## src/rtl/snd_pkg.sv

```systemverilog
// Shared types and constants for the sound sample-ROM loader path.
// Consumed by wave_loader; the sign conversion itself is selected there by WAVE_LOADER_SIGNCONV_EN.
package snd_pkg;

    typedef enum logic [2:0] {
        StIdle,
        StHdrLo,
        StHdrHi,
        StData,
        StDone
    } state_e;

    localparam int unsigned HDR_BYTES = 2;
    localparam logic [7:0]  SIGN_FLIP = 8'h80;

endpackage

```

## src/rtl/wave_loader.sv

```systemverilog
// Captures one 8-bit wave image (2-byte LE length header + samples) from the ioctl download stream
// into wave RAM. Define WAVE_LOADER_SIGNCONV_EN to flip unsigned PCM to two's complement on write.
module wave_loader
    import snd_pkg::*;
#(
    parameter logic [7:0]  INDEX     = 8'd0,
    parameter logic [24:0] BASE_ADDR = 25'h0,
    parameter int unsigned RAM_AW    = 16
) (
    input  logic              clk,
    input  logic              RESET_n,
    input  logic              ioctl_download,
    input  logic [7:0]        ioctl_index,
    input  logic              ioctl_wr,
    input  logic [24:0]       ioctl_addr,
    input  logic [7:0]        ioctl_dout,
    output logic [RAM_AW-1:0] ram_addr,
    output logic [7:0]        ram_data,
    output logic              ram_we,
    output logic [15:0]       wav_length,
    output logic              loaded,
    output logic              err
);

    localparam int unsigned CW  = RAM_AW + 1;
    localparam int unsigned CAP = 1 << RAM_AW;

    state_e            state_q, state_d;
    logic              dl_q, dl_d;
    logic [7:0]        len_lo_q, len_lo_d;
    logic [CW-1:0]     len_q, len_d;
    logic [CW-1:0]     cnt_q, cnt_d;
    logic [RAM_AW-1:0] ram_addr_q, ram_addr_d;
    logic [7:0]        ram_data_q, ram_data_d;
    logic              ram_we_q, ram_we_d;
    logic [15:0]       wav_length_q, wav_length_d;
    logic              loaded_q, loaded_d;
    logic              err_q, err_d;

    logic        sel_dl;
    logic        dl_rise;
    logic        dl_fall;
    logic        accepted;
    logic [24:0] off;
    logic [24:0] exp_off;
    logic [15:0] hdr_len;
    logic [7:0]  wr_byte;

    assign sel_dl   = ioctl_download & (ioctl_index == INDEX);
    assign dl_rise  = sel_dl & ~dl_q;
    assign dl_fall  = ~sel_dl & dl_q;
    assign accepted = ioctl_wr & sel_dl & (ioctl_addr >= BASE_ADDR);
    assign off      = ioctl_addr - BASE_ADDR;
    assign exp_off  = 25'(cnt_q) + 25'(HDR_BYTES);
    assign hdr_len  = {ioctl_dout, len_lo_q};

`ifdef WAVE_LOADER_SIGNCONV_EN
    assign wr_byte = ioctl_dout ^ SIGN_FLIP;
`else
    assign wr_byte = ioctl_dout;
`endif

    always_comb begin
        state_d      = state_q;
        dl_d         = sel_dl;
        len_lo_d     = len_lo_q;
        len_d        = len_q;
        cnt_d        = cnt_q;
        ram_addr_d   = ram_addr_q;
        ram_data_d   = ram_data_q;
        ram_we_d     = 1'b0;
        wav_length_d = wav_length_q;
        loaded_d     = loaded_q;
        err_d        = err_q;

        case (state_q)
            StIdle: begin
                if (dl_rise) begin
                    state_d      = StHdrLo;
                    loaded_d     = 1'b0;
                    err_d        = 1'b0;
                    wav_length_d = 16'd0;
                    cnt_d        = '0;
                    len_d        = '0;
                end
            end
            StHdrLo: begin
                if (accepted) begin
                    if (off == 25'd0) begin
                        len_lo_d = ioctl_dout;
                        state_d  = StHdrHi;
                    end else begin
                        err_d = 1'b1;
                    end
                end
            end
            StHdrHi: begin
                if (accepted) begin
                    if (off == 25'd1) begin
                        // Images longer than the RAM are cut to capacity; the excess shows up as err.
                        if (32'(hdr_len) > CAP) begin
                            len_d = CW'(CAP);
                        end else begin
                            len_d = CW'(hdr_len);
                        end
                        state_d = (hdr_len == 16'd0) ? StDone : StData;
                    end else begin
                        err_d = 1'b1;
                    end
                end
            end
            StData: begin
                if (accepted) begin
                    if (off == exp_off) begin
                        ram_we_d   = 1'b1;
                        ram_addr_d = cnt_q[RAM_AW-1:0];
                        ram_data_d = wr_byte;
                        cnt_d      = cnt_q + 1'b1;
                        if (cnt_d == len_q) begin
                            state_d = StDone;
                        end
                    end else begin
                        err_d = 1'b1;
                    end
                end
            end
            StDone: begin
                if (accepted) begin
                    err_d = 1'b1;
                end
            end
            default: state_d = StIdle;
        endcase

        // End of download publishes whatever was captured, even a truncated image.
        if (dl_fall && (state_q != StIdle)) begin
            wav_length_d = 16'(cnt_d);
            loaded_d     = 1'b1;
            state_d      = StIdle;
            if ((state_q == StHdrLo) || (state_q == StHdrHi)) begin
                err_d = 1'b1;
            end
        end
    end

    always_ff @(posedge clk or negedge RESET_n) begin
        if (!RESET_n) begin
            state_q      <= StIdle;
            dl_q         <= 1'b0;
            len_lo_q     <= 8'd0;
            len_q        <= '0;
            cnt_q        <= '0;
            ram_addr_q   <= '0;
            ram_data_q   <= 8'd0;
            ram_we_q     <= 1'b0;
            wav_length_q <= 16'd0;
            loaded_q     <= 1'b0;
            err_q        <= 1'b0;
        end else begin
            state_q      <= state_d;
            dl_q         <= dl_d;
            len_lo_q     <= len_lo_d;
            len_q        <= len_d;
            cnt_q        <= cnt_d;
            ram_addr_q   <= ram_addr_d;
            ram_data_q   <= ram_data_d;
            ram_we_q     <= ram_we_d;
            wav_length_q <= wav_length_d;
            loaded_q     <= loaded_d;
            err_q        <= err_d;
        end
    end

    assign ram_addr   = ram_addr_q;
    assign ram_data   = ram_data_q;
    assign ram_we     = ram_we_q;
    assign wav_length = wav_length_q;
    assign loaded     = loaded_q;
    assign err        = err_q;

endmodule

```

## config.mk

```make
export PLATFORM = sky130hd
export DESIGN_NAME = wave_loader
export DESIGN_NICKNAME = d
export VERILOG_FILES = /design/src/rtl/snd_pkg.sv /design/src/rtl/wave_loader.sv
export SDC_FILE = /design/constraint.sdc
export NUM_CORES = 1
export LEC_CHECK = 0
export BUFFER_PORTS_ARGS = -buffer_cell sky130_fd_sc_hd__buf_4
export CAP_MARGIN = 20
export CORE_AREA = 4 4 137 139
export CTS_CLUSTER_SIZE = 24
export DETAILED_ROUTE_END_ITERATION = 16
export DIE_AREA = 0 0 141 143
export PLACE_DENSITY = 0.5
export SYNTH_ARGS = -nofsm -noshare
export SYNTH_HDL_FRONTEND = slang
export SYNTH_SLANG_ARGS = --single-unit
```

## constraint.sdc

```tcl
create_clock -name clk -period 2.4 [get_ports clk]
set_input_delay 0.24 -clock clk [delete_from_list [all_inputs] [get_ports clk]]
set_output_delay 0.24 -clock clk [all_outputs]
set_load 0.005 [all_outputs]
```

==> summary.md, run 1 <==
| Metric | Value |
|---|---|
| Result of the run | finished with violations |
| Violations in the final reports | negative setup slack |
| Most common library cell in the layout ignoring fill and taps | sky130_fd_sc_hd__buf_4 |
| Peak ir drop on the vdd network | 0.000362 V |
| Unique masters post-synth | between 60 and 70 |
| CTS Root Cell | sky130_fd_sc_hd__clkbuf_16 |
| First-pass GRT wire length | between 20 and 30 mm |
| Multi-input combinational cell area | approximately 3000 µm² |
| Antenna Nets Post-Route | 0 |
| Drt initial violations | approximately 310 |
| Slowest stage delay, CP | about 0.39 ns |
| Register cell area after layout | roughly 2200 µm² |
| Inserted Diodes | 0 |
| PD cells | between 400 and 500 nW/µm² |
| Worst slack at placement | -0.322 ns |
| Layout fillers | 1793 |
| Number of endpoints with negative hold slack in the final report | 0 |
| Remaining DRCs | 0 |
| Slew at the pin closest to its max-slew limit | about 0.62 ns |
| Net count of the mapped netlist | between 600 and 700 |
| TritonCTS clock tree | yes |
| # rows | 49 |
| Drt first pass iters | 5 |
| Number of buffers inserted by port buffering | between 80 and 90 |
| Final Wtd Congestion | between 0.9 and 1 |
| Horizontal die dimension | between 100 and 150 µm |
| Number of global-route vias before repair | slightly above 5k |
| Data required time at the worst endpoint | 2.63 ns |
| Critical Path Sink Type | register |
| Nets@finish | a little under 800 |
| Data arrival, critical path | ~2.8 ns |
| Fraction of the core area covered by cells at the end of the flow | between 40% and 50% |
| Clock tree sinks | between 80 and 90 |
| Std-Cell Core Area | between 15000 and 20000 µm² |
| Finished Layout Cells | 973 |
| Leak pwr | around 3.4 nW |
| H-tree depth | 3 |
| Slowest library cell on the worst path | sky130_fd_sc_hd__dfrtp_1 |
| Final Worst Setup Slack | -0.204 ns |
| Flops & latches, synth | slightly below 90 |
| Worst min-delay path class | input pin to register |
| Area Growth Syn to Fin | 43.4% |
| Time the worst path needs with I/O delays and setup | 2.60 ns |
| Number of pins with negative max-slew slack in the final report | 0 |
| DRT Wirelength | ~18 mm |
| Detailed Place HPWL | 13.2 mm |
| Source-to-sink clock delay at the later pin of the worst-skew pair | 0.35 ns |
| Inserted Clock Buffers | 9 |
| Start-to-end type of the worst setup path | register to register |
| Routed via count divided by cell count | 5.21 |
| Initial antenna violation count | 0 |
| Height of the die | ~140 µm |
| Largest net degree at the start of global routing | 44 |
| Number of enable-type register cells in the synthesized netlist | 0 |
| Effective utilization at floorplan | between 20% and 30% |
| Cell chain of the critical path | buf_4 > buf_4 > nor3b_4 > a21oi_2 > mux2_4 > a221oi_2 > and4_4 > nand3_4 > buf_12 > buf_12 > mux2_4 |
| Hold slack | roughly 0.16 ns |
| Syn avg cell area | just over 9 µm² |
| Clock input transition at the sequential cells of the worst setup and hold paths | around 0.06 ns |
| Vias after detailed routing | approximately 5.1k |
| Max Buffers Root-to-Sink | 2 |
| Sequential fraction of the synthesis area | 42.2% |
| Commonest register cell after synthesis | sky130_fd_sc_hd__dfrtp_1 |
| Number of cells produced by synthesis | about 570 |
| RSZ-0062 raised after global routing | yes |
| Die Footprint | 20200 µm² |
| Worst hold path depth | 2 |
| Cell count after placement | ~940 |
| Fin Clk Skew | about 0.008 ns |
| Routed wire per std cell | roughly 18 µm |
| Warnings, synthesis | 0 |
| I/O pin total | 88 |
| Commonest non-fill, non-tap cells in the layout | sky130_fd_sc_hd__buf_4, sky130_fd_sc_hd__dfrtp_1, sky130_fd_sc_hd__nand2_1 |
| Maximum fanout along the worst path | 8 |
| FF-to-FF path depth | 11 |
| Worst setup SP type | register |
| Headroom to the max-slew limit | between 50% and 60% |
| Setup-failing EPs final | 44 |
| Max-capacitance violation count | 0 |
| Total global routing track utilization | 17.2% |
| Setup TNS | -6.18 ns |
| Fmax | between 300 and 400 MHz |
| Synthesized area | 5220 µm² |
| Part of the cycle the worst path needs | 109% |
| Layout cells sized above 1 | 38.7% |
| Overall overflow remaining after global route | 0 |
| Ys async rst share | 100% |
-- report_power, final --
| part | switching, mW | internal, mW |
|---|---|---|
| logic | 0.103 | 0.108 |
| registers | 0.0128 | 1.50 |
| clock network | 0.575 | 0.908 |
-- flip-flops by register name, indices dropped and copies added, names as in the netlist --
signal,flops
len_q,16
cnt_q,17
state_q,3
ram_addr,16
wav_length,16
len_lo_q,8
ram_data,8
loaded,1
dl_q,1
ram_we,1
err,1
-- area by class of cell --
cell class,count,area share (%)
multi-input combinational,423,39.9
sequential,88,29.5
timing repair buffer,200,21.7
tap,229,3.83
clock buffer,10,3.06
clock inverter,5,1.09
inverter,18,0.903
-- repair_timing --
item | CTS | global route
endpoints found under the hold margin | 24 | 0
endpoints found under the setup margin | 46 | 46
buffers inserted | 10 | 4
gates resized for setup | 35 | 25
cloned | 3 | 1
hold buffers | 1 | 0
pin swaps | 18 | 9
-- metrics by stage --
step | area [µm²] | total power, mW
detailed placement | 6770 | 1.75
finish | 7480 | 3.20
CTS | 7350 | 3.26
global placement | 6770 | 1.74
global route | 7480 | 3.33
floorplan | 5280 | 1.59
-- metal layers --
layer	track usage, %	routed length, µm	part of all wire [%]
met5	0	0	0
met4	7.29	535	3.1
met3	2.98	794	4.5
met2	27.6	8230	47
met1	23.0	7970	45
-- worst max-delay path, delay by kind of cell, from the launching register on --
family	cells	cell delay, ns
buf+inv	4	0.63
mux	2	0.56
compound gates	2	0.27
simple gates	3	0.65
flops	1	0.39
-- final timing paths --
path | from | endpoint | slack, ns
min in group asynchronous | RESET_n | len_lo_q[4]$_DFFE_PN0P_ | 0.37
hold / removal | ioctl_dout[7] | ram_data[7]$_DFFE_PN0P_ | 0.16
max in group asynchronous | RESET_n | cnt_q[8]$_DFF_PN0_ | 1.37
setup reg to reg | cnt_q[4]$_DFF_PN0_ | ram_data[7]$_DFFE_PN0P_ | -0.20
setup / recovery | cnt_q[4]$_DFF_PN0_ | ram_data[7]$_DFFE_PN0P_ | -0.20
hold reg to reg | ram_addr[1]$_DFFE_PN0P_ | ram_addr[1]$_DFFE_PN0P_ | 0.48
-- synthesized netlist by cell type (3+ instances only) --
master | number | area share (%)
sky130_fd_sc_hd__nor3_1 | 21 | 2.0
sky130_fd_sc_hd__o31ai_1 | 3 | 0.43
sky130_fd_sc_hd__a211o_1 | 3 | 0.50
sky130_fd_sc_hd__a311oi_1 | 10 | 1.7
sky130_fd_sc_hd__a21oi_1 | 22 | 2.1
sky130_fd_sc_hd__a211oi_1 | 3 | 0.43
sky130_fd_sc_hd__buf_6 | 3 | 0.65
sky130_fd_sc_hd__xnor2_1 | 19 | 3.2
sky130_fd_sc_hd__o211ai_1 | 9 | 1.3
sky130_fd_sc_hd__a22o_1 | 6 | 1.0
sky130_fd_sc_hd__clkbuf_1 | 17 | 1.2
sky130_fd_sc_hd__nor2_1 | 37 | 2.7
sky130_fd_sc_hd__nor2b_1 | 4 | 0.48
sky130_fd_sc_hd__o211a_1 | 4 | 0.77
sky130_fd_sc_hd__o21ai_0 | 39 | 3.7
sky130_fd_sc_hd__mux2i_1 | 5 | 0.96
sky130_fd_sc_hd__nor4_1 | 16 | 1.9
sky130_fd_sc_hd__mux2_2 | 23 | 5.0
sky130_fd_sc_hd__a31oi_1 | 3 | 0.36
sky130_fd_sc_hd__nand4_1 | 15 | 1.8
sky130_fd_sc_hd__or3_1 | 8 | 0.96
sky130_fd_sc_hd__buf_4 | 6 | 0.86
sky130_fd_sc_hd__inv_1 | 17 | 1.2
sky130_fd_sc_hd__and4_1 | 5 | 0.84
sky130_fd_sc_hd__and2_1 | 5 | 0.60
sky130_fd_sc_hd__nand3_1 | 18 | 1.7
sky130_fd_sc_hd__buf_2 | 12 | 1.2
sky130_fd_sc_hd__nand2_1 | 72 | 5.2
sky130_fd_sc_hd__a221oi_1 | 4 | 0.67
sky130_fd_sc_hd__xor2_1 | 18 | 3.0
sky130_fd_sc_hd__nand3_2 | 3 | 0.58
sky130_fd_sc_hd__or4_1 | 4 | 0.58
sky130_fd_sc_hd__dfrtp_1 | 88 | 42
sky130_fd_sc_hd__nor3b_1 | 3 | 0.43
-- logic make-up (layout without fill, tap and decap cells) --
logic type / count (synthesis) / count (layout) / synth area share, %
AO/OA/AOI/OAI: 123 / 123 / 16.3
XOR/XNOR: 37 / 37 / 6.21
adder cells (fa/ha/maj): 3 / 3 / 0.671
buffers and inverters: 58 / 233 / 5.32
flip-flops: 88 / 88 / 42.2
multiplexers: 29 / 29 / 6.21
AND/OR/NAND/NOR: 229 / 231 / 23.1
Note: power is estimated with default switching activity, not from simulation.
==> run 2: changes to the inputs <==
--- a/config.mk
+++ b/config.mk
@@ -12,6 +12,7 @@
 export DETAILED_ROUTE_END_ITERATION = 16
 export DIE_AREA = 0 0 141 143
 export PLACE_DENSITY = 0.5
+export RECOVER_POWER = 100
 export SYNTH_ARGS = -nofsm -noshare
 export SYNTH_HDL_FRONTEND = slang
 export SYNTH_SLANG_ARGS = --single-unit
==> run 2 against run 1 <==
Compared with the run above:
- the run ends with max-capacitance violations, max-slew violations, negative setup slack left
- die area unchanged
- wire length shrank 0.39%
- sequential share of layout area up 0.16 points
- clock skew rose by 0.00069 ns
- register-to-register slack hardly changed
- power down 0.16%
- clock power barely moved
- first-iteration DRC count is 15% higher
- critical path depth is the same
- final area decreased by 0.54%
- worst setup slack better by 0.0022 ns
- clock-buffer cell count is the same
- largest power group unchanged
==> summary.md, run 2 (synthesized netlist as in run 1, its figures left out) <==
| Metric | Value |
|---|---|
| Result of the run | finished with violations |
| Violations in the final reports | max-capacitance violations, max-slew violations, negative setup slack |
| Largest net degree at the start of global routing | 44 (unchanged) |
| Die Footprint | 20200 µm² (unchanged) |
| Inserted Clock Buffers | 9 (unchanged) |
| Horizontal die dimension | 141 µm (unchanged) |
| Final Worst Setup Slack | -0.202 ns (+0.00222 ns) |
| Register with the most flip-flops | cnt_q |
| Number of pins with negative max-slew slack in the final report | 27 (+27) |
| Layout cells sized above 1 | 37.8% (-0.94 points) |
| Antenna Nets Post-Route | 0 (unchanged) |
| Inserted Diodes | 0 (unchanged) |
| Total global routing track utilization | 17.2% (unchanged) |
| Start-to-end type of the worst setup path | register to register |
| Fraction of the core area covered by cells at the end of the flow | 42.2% (-0.23 points) |
| Height of the die | 143 µm (unchanged) |
| Number of endpoints with negative hold slack in the final report | 0 (unchanged) |
| Time the worst path needs with I/O delays and setup | 2.60 ns (-0.00222 ns) |
| Number of buffers inserted by port buffering | 87 (unchanged) |
| H-tree depth | 3 (unchanged) |
| Setup-failing EPs final | 44 (unchanged) |
| Number of flip-flops under the largest register name | 17 (unchanged) |
| Fmax | 384 MHz (about the same) |
| TritonCTS clock tree | yes |
| Vias after detailed routing | 5025 (-0.81%) |
| First-pass GRT wire length | 27.2 mm (unchanged) |
| Worst slack at placement | -0.322 ns (unchanged) |
| Source-to-sink clock delay at the later pin of the worst-skew pair | 0.35 ns (about the same) |
| Cell count after placement | 941 (unchanged) |
| Number of global-route vias before repair | 5182 (unchanged) |
| Effective utilization at floorplan | 29.5% (unchanged) |
| Headroom to the max-slew limit | -5.13% (-64 points) |
| Std-Cell Core Area | 17700 µm² (unchanged) |
| Data required time at the worst endpoint | 2.63 ns (about the same) |
| Area Growth Syn to Fin | 42.7% |
| Final Wtd Congestion | 0.941 (unchanged) |
| # rows | 49 (unchanged) |
| Initial antenna violation count | 0 (unchanged) |
| Finished Layout Cells | 973 (unchanged) |
| Part of the cycle the worst path needs | 108% (about the same) |
| Drt initial violations | 353 (+15%) |
| Slowest stage delay, CP | 0.39 ns (about the same) |
| PD cells | 430 nW/µm² (+0.38%) |
| Maximum fanout along the worst path | 8 (unchanged) |
| Max-capacitance violation count | 1 (+1) |
| Drt first pass iters | 5 (unchanged) |
| Overall overflow remaining after global route | 0 (unchanged) |
| Worst setup SP type | register |
| Leak pwr | 3.39 nW (-1.4%) |
| Slowest library cell on the worst path | sky130_fd_sc_hd__dfrtp_1 |
| Layout fillers | 1803 (+0.56%) |
| Routed via count divided by cell count | 5.16 (-0.81%) |
| Data arrival, critical path | 2.83 ns (about the same) |
| Clock tree sinks | 88 (unchanged) |
| RSZ-0062 raised after global routing | yes |
| Clock input transition at the sequential cells of the worst setup and hold paths | 0.06 ns (about the same) |
| Commonest non-fill, non-tap cells in the layout | sky130_fd_sc_hd__buf_4, sky130_fd_sc_hd__dfrtp_1, sky130_fd_sc_hd__nand2_1 |
| Detailed Place HPWL | 13.2 mm (unchanged) |
| Worst min-delay path class | input pin to register |
| Placed Area | 6770 µm² (unchanged) |
| Remaining DRCs | 0 (unchanged) |
| Nets@finish | 787 (unchanged) |
| Critical Path Sink Type | register |
| I/O pin total | 88 (unchanged) |
| Max Buffers Root-to-Sink | 2 (unchanged) |
| Peak ir drop on the vdd network | 0.000362 V (about the same) |
| Routed wire per std cell | 17.9 µm (-0.39%) |
| Cell chain of the critical path | buf_4 > buf_4 > nor3b_4 > a21oi_2 > mux2_4 > a221oi_2 > and4_4 > nand3_4 > buf_12 > buf_12 > mux2_4 |
| Final cell area excluding filler cells | 7440 µm² (-0.54%) |
| DRT Wirelength | 17.5 mm (-0.39%) |
| Most common library cell in the layout ignoring fill and taps | sky130_fd_sc_hd__buf_4 |
| CTS Root Cell | sky130_fd_sc_hd__clkbuf_16 |
| Slew at the pin closest to its max-slew limit | 1.58 ns (+0.958 ns) |
| Fin Clk Skew | 0.00868 ns (+0.000689 ns) |
## run 2: timing repair
action / 4_1_cts / 5_1_grt
gates cloned: 3 / 1
endpoints found under the setup margin: 46 / 46
hold buffers: 1 / 0
endpoints found under the hold margin: 24 / 0
gates resized for setup: 35 / 25
pin swaps: 18 / 9
buffers inserted: 10 / 4
## run 2: path summary, 6_finish.rpt
kind	start	end	slack [ns]	cells past startpoint
worst max-delay path	cnt_q[4]$_DFF_PN0_	ram_data[7]$_DFFE_PN0P_	-0.20	11
worst min-delay path	ioctl_dout[7]	ram_data[7]$_DFFE_PN0P_	0.16	2
worst max register to register	cnt_q[4]$_DFF_PN0_	ram_data[7]$_DFFE_PN0P_	-0.20	11
worst min register to register	ram_addr[1]$_DFFE_PN0P_	ram_addr[1]$_DFFE_PN0P_	0.48	2
max in group asynchronous	RESET_n	ram_addr[5]$_DFFE_PN0P_	0.24	3
min in group asynchronous	RESET_n	len_lo_q[4]$_DFFE_PN0P_	0.82	2
## run 2: metrics by stage
stage / power [mW] / TNS [ns] / hold slack, ns
6_report: 3.20 / -6.23 / 0.160
2_1_floorplan: 1.59 / -0.0891 / -0.0556
4_1_cts: 3.26 / -3.31 / 0.146
3_5_place_dp: 1.75 / -10.15 / 0.191
5_1_grt: 3.33 / -16.94 / 0.150
3_3_place_gp: 1.74 / -9.13 / 0.193
## run 2: area by class of cell
| cell class | count | area, µm² | area share, % |
|---|---|---|---|
| Multi-Input combinational cell | 423 | 2980 | 40.0 |
| Sequential cell | 88 | 2210 | 29.6 |
| Timing Repair Buffer | 200 | 1590 | 21.4 |
| Tap cell | 229 | 287 | 3.85 |
| Clock buffer | 10 | 229 | 3.08 |
| Clock inverter | 5 | 81.3 | 1.09 |
| Inverter | 18 | 67.6 | 0.908 |
## run 2: worst max-delay path: cells and delay by family (launching register included)
family	cells	cell delay [ns]
simple gates	3	0.65
buf+inv	4	0.62
mux	2	0.56
flops	1	0.39
compound gates	2	0.27
## run 2: metal layers
layer | track usage, % | share of wire [%]
met4 | 7.29 | 3.0
met2 | 27.6 | 47
met1 | 23.0 | 46
met5 | 0 | 0
met3 | 2.98 | 4.2
## run 2: report_power, final
group          leakage [nW]  switching (mW)  internal, mW
clock                 0.149           0.576         0.908
sequential             1.20          0.0121          1.50
combinational          2.04           0.102         0.103
total                  3.39           0.690          2.51
